==> config.mk <==
export PLATFORM = sky130hd
export DESIGN_NAME = seq_multiplier
export DESIGN_NICKNAME = d
export VERILOG_FILES = /design/src/rtl/seq_multiplier.sv
export SDC_FILE = /design/constraint.sdc
export NUM_CORES = 1
export LEC_CHECK = 0
export ABC_AREA = 0
export CORE_ASPECT_RATIO = 1.25
export CORE_MARGIN = 4
export CORE_UTILIZATION = 25
export DETAILED_ROUTE_END_ITERATION = 8
export GPL_TIMING_DRIVEN = 0
export PLACE_DENSITY = 0.41
export SETUP_SLACK_MARGIN = 0.05
export SLEW_MARGIN = 20
export SYNTH_ARGS = -nofsm -noshare
export SYNTH_HDL_FRONTEND = slang
export SYNTH_SLANG_ARGS = --single-unit
==> constraint.sdc <==
create_clock -name clk -period 7.55 [get_ports clk]
set_input_delay 1.51 -clock clk [delete_from_list [all_inputs] [get_ports clk]]
set_output_delay 1.51 -clock clk [all_outputs]
set_load 0.02 [all_outputs]
==> src/rtl/seq_multiplier.sv <==
// seq_multiplier: sequential shift-add multiplier, WIDTH x WIDTH -> 2*WIDTH.
// Signed operands are converted to magnitudes when the operation is accepted.
// The unsigned magnitude product is accumulated one multiplier bit per clock,
// and the sign is applied when the product register is written.
//
// Ports:
//   clk          rising-edge clock
//   areset       asynchronous, active-low reset
//   start        operation request, accepted in IDLE or DONE
//   signed_mode  1 = two's-complement operands (sampled with start)
//   multiplicand operand A (sampled with start)
//   multiplier   operand B (sampled with start)
//   busy         high while the multiply is running
//   done         one-cycle pulse; product is valid from this cycle on
//   product      result register, held until the next result is written
module seq_multiplier #(
    parameter int WIDTH = 8
) (
    input  logic               clk,
    input  logic               areset,
    input  logic               start,
    input  logic               signed_mode,
    input  logic [WIDTH-1:0]   multiplicand,
    input  logic [WIDTH-1:0]   multiplier,
    output logic               busy,
    output logic               done,
    output logic [2*WIDTH-1:0] product
);

    localparam int CW = $clog2(WIDTH);

    typedef enum logic [1:0] {
        S_IDLE,
        S_RUN,
        S_DONE
    } state_t;

    state_t               state, next_state;
    logic [WIDTH-1:0]     a_mag, b_mag;
    logic [2*WIDTH-1:0]   acc;
    logic [CW-1:0]        bit_cnt;
    logic                 neg;

    logic                 accept;
    logic                 last_step;
    logic [WIDTH-1:0]     a_abs, b_abs;
    logic [WIDTH:0]       sum;
    logic [2*WIDTH-1:0]   acc_next;
    logic [2*WIDTH-1:0]   prod_next;

    // |-2^(W-1)| wraps back to 2^(W-1), which is correct when read as unsigned.
    always_comb begin
        a_abs = multiplicand;
        b_abs = multiplier;
        if (signed_mode && multiplicand[WIDTH-1]) a_abs = -multiplicand;
        if (signed_mode && multiplier[WIDTH-1])   b_abs = -multiplier;
    end

    // Add into the upper half, then shift the whole accumulator right by one;
    // the carry becomes the new MSB and sum[0] drops into the lower half.
    always_comb begin
        sum       = {1'b0, acc[2*WIDTH-1:WIDTH]} + {1'b0, (b_mag[0] ? a_mag : '0)};
        acc_next  = {sum, acc[WIDTH-1:1]};
        prod_next = neg ? -acc_next : acc_next;
    end

    always_comb begin
        accept     = start && (state != S_RUN);
        last_step  = (state == S_RUN) && (bit_cnt == CW'(WIDTH - 1));
        next_state = state;
        busy       = (state == S_RUN);
        done       = (state == S_DONE);
        case (state)
            S_IDLE:  if (start) next_state = S_RUN;
            S_RUN:   if (last_step) next_state = S_DONE;
            S_DONE:  next_state = start ? S_RUN : S_IDLE;
            default: next_state = S_IDLE;
        endcase
    end

    always_ff @(posedge clk or negedge areset) begin
        if (!areset) begin
            state   <= S_IDLE;
            a_mag   <= '0;
            b_mag   <= '0;
            acc     <= '0;
            bit_cnt <= '0;
            neg     <= 1'b0;
            product <= '0;
        end else begin
            state <= next_state;
            if (accept) begin
                a_mag   <= a_abs;
                b_mag   <= b_abs;
                neg     <= signed_mode && (multiplicand[WIDTH-1] ^ multiplier[WIDTH-1]);
                acc     <= '0;
                bit_cnt <= '0;
            end else if (state == S_RUN) begin
                acc     <= acc_next;
                b_mag   <= b_mag >> 1;
                bit_cnt <= bit_cnt + 1'b1;
            end
            if (last_step) product <= prod_next;
        end
    end

endmodule

==> run metrics <==
Commonest cells post-synth 63 x nand2_1, 53 x dfrtp_1, 35 x o21ai_0, 20 x a21oi_1, 19 x nor2_1; Slew Viols, Final 0; WL final 7480 um; setup tns final 0 ns; dpl ws 3.64 ns; Die Ht 132 um; DR DRC count 0; Critical Path Start Type flop; CP Depth 5; GPL Wtd Cong 0.783; HP Class reg2reg; Crit-path slowest cell clkdlybuf4s50_1; Util after Layout 31.7%; post-synthesis async set-or-reset flop share 100%; TritonCTS clock tree built; Num Clock Sinks 53; CP endpoint busy; FILL cells 1321; CP dominant cell by count clkbuf_1; Setup Crit Path Kind reg2out; crit path max fanout 10; number of buffers created by CTS 5; Setup Fix Bufs, Post-CTS 0; total track usage 11.1%; CP Buf/Inv Count 4; Clock Path Buffers 2; cell count after synthesis 345; status complete, no violations; setup ws final 3.34 ns; critical path arrival 2.70 ns; reg2reg start b_mag[0]$_DFFE_PN0P_; Worst EP required 6.04 ns; DR vias/cell 4.48; top cells by area, synth dfrtp_1 43%, nand2_1 7.7%, o21ai_0 5.7%, ha_1 5.3%, xor2_1 4.3%; die area 14200 um^2; share of layout cells above drive strength 1 5.88%; initial antenna violation count 0; synth warn 0; die span in x 107 um; Synth cell types 51; Tightest Pin Transition 0.582 ns; fin crit period 4.21 ns; reg2reg setup slack 4.57 ns; Critical Path Sink Type output port; main flop type after synthesis dfrtp_1; CORE AREA 12100 um^2; clk_skew 0.0106 ns; crit share post-route 55.7%; routed len/inst 13.5 um; IO buf count 37; post-layout net count 424; Placed Instances 547; # rows 45; EDFF count, synth 0; Clock Latency Late Sink 0.30 ns; most frequent cell after synthesis nand2_1; maximum clock rate 238 MHz; area leader, netlist dfrtp_1; grt ovf 0; sequential element share of the synthesized area 42.9%; worst hold margin 0.478 ns; Cell Count, Final, Fillers Out 555; max cap viols 0; root buf cell clkbuf_16; Mapped Nets 379; TritonRoute pass-1 iters 4; Yosys top cell area share 42.9%; global-route wire length before repair 12800 um; Post-CTS Resized 0; Relative slew margins 61.2%; Critical Path Max Stage Delay 0.71 ns; hold buffer count at cts 0; final setup vio count 0; cells on worst reg2reg path 8; Critical Path Start state[1]$_DFFE_PN0P_; Antenna Violating Nets Remaining 0; Area Overhead vs Synth 24.1%; htree depth 2; n_diodes 0; largest net degree at the start of global routing 54; Starting DRT DRC Count 68; Final Hold Viols 0; vias 2487; mean post-synth cell area 8.95 um^2; CP top delay family buffers and inverters; crit-path cells nand2b_1 -> inv_1 -> clkbuf_1 -> clkbuf_1 -> clkdlybuf4s50_1; Final HPWL DP 5700 um; number of global-route vias before repair 2551; VDD IR-drop max 129 uV; Initial Utilization 25.5%; unrepaired setup endpoints after global routing false; synthesized area 3090 um^2; number of synthesized register bits 53; leak pwr 1.63 nW; pwr dens 415 nW/um^2; # IOs 38; worst r2r dst product[14]$_DFFE_PN0P_; Clock Pin Slew Worst Setup and Hold Paths 0.07 ns
[where the power goes]
part	internal, mW	switching [mW]	total, mW	leakage, nW
clock network	0.124	0.109	0.233	0.0712
registers	0.411	0.0852	0.496	0.663
logic	0.363	0.499	0.862	0.893
[state kept, by name (all words and copies together) (netlist names)]
signal,count
a_mag,8
neg,1
product,16
state,2
acc,15
bit_cnt,3
b_mag,8
[layout make-up]
| cell class | count | area (um^2) | share of cell area (%) |
|---|---|---|---|
| Clock buffer | 6 | 129 | 3.36 |
| Sequential cell | 53 | 1330 | 34.6 |
| Timing Repair Buffer | 38 | 395 | 10.3 |
| Tap cell | 164 | 205 | 5.35 |
| Multi-Input combinational cell | 266 | 1660 | 43.3 |
| Inverter | 12 | 45.0 | 1.18 |
| Clock inverter | 2 | 13.8 | 0.359 |
| Buffer | 14 | 60.1 | 1.57 |
[kinds of logic (layout without fill, tap and decap cells)]
kind of cell	count (synthesis)	count (layout)	synth area share, %
compound gates	93	93	18.6
xor+xnor	28	28	8.42
fa+ha+maj	14	14	5.91
buf+inv	26	72	3.40
flops	53	53	42.9
mux	4	4	1.34
simple gates	127	127	19.4
[cell usage in the layout (no fill, tap or decap), types with 3 or more instances in the layout]
cell type,instances
nand2_1,63
dfrtp_1,53
clkdlybuf4s50_1,36
o21ai_0,35
a21oi_1,20
nor2_1,19
xor2_1,15
o21ai_1,14
clkbuf_1,13
ha_1,13
inv_1,11
xnor2_1,11
nor3_1,9
and2_1,8
or3_1,5
o31ai_1,5
nand3_1,5
clkbuf_16,5
a21o_1,4
mux2i_1,3
[worst min-delay path, cell delays in order, from the launching register on]
cell and delay (ns):
dfrtp_1 0.34, nand2_1 0.04, o21ai_0 0.06
[how the worst min path moves through the flow]
stage,start,to,cells past startpoint,slack (ns)
finish,product[0]$_DFFE_PN0P_,product[0]$_DFFE_PN0P_,2,0.48
global route,state[0]$_DFFE_PN0P_,state[0]$_DFFE_PN0P_,1,0.51
CTS,product[0]$_DFFE_PN0P_,product[0]$_DFFE_PN0P_,2,0.49
detailed placement,b_mag[1]$_DFFE_PN0P_,b_mag[0]$_DFFE_PN0P_,2,0.47
global placement,b_mag[1]$_DFFE_PN0P_,b_mag[0]$_DFFE_PN0P_,2,0.46
floorplan,b_mag[1]$_DFFE_PN0P_,b_mag[0]$_DFFE_PN0P_,2,0.44
[per-layer routing]
layer  wire, um  GRT usage (%)  share of wire (%)  vias to the layer above
met5          0              0                  0                        -
met4        146           3.58                2.0                        0
met3        293           1.96                3.9                        8
met2       3640           18.3                 49                       50
met1       3410           14.7                 46                     1148
li1           -              -                  -                     1281
[per-stage QoR]
stage	power, mW	cell area (um^2)
finish	1.59	3830
CTS	1.62	3830
detailed placement	1.38	3690
global route	1.74	3830
floorplan	1.11	3090
global placement	1.37	3660
(Power assumes the default switching activity.)
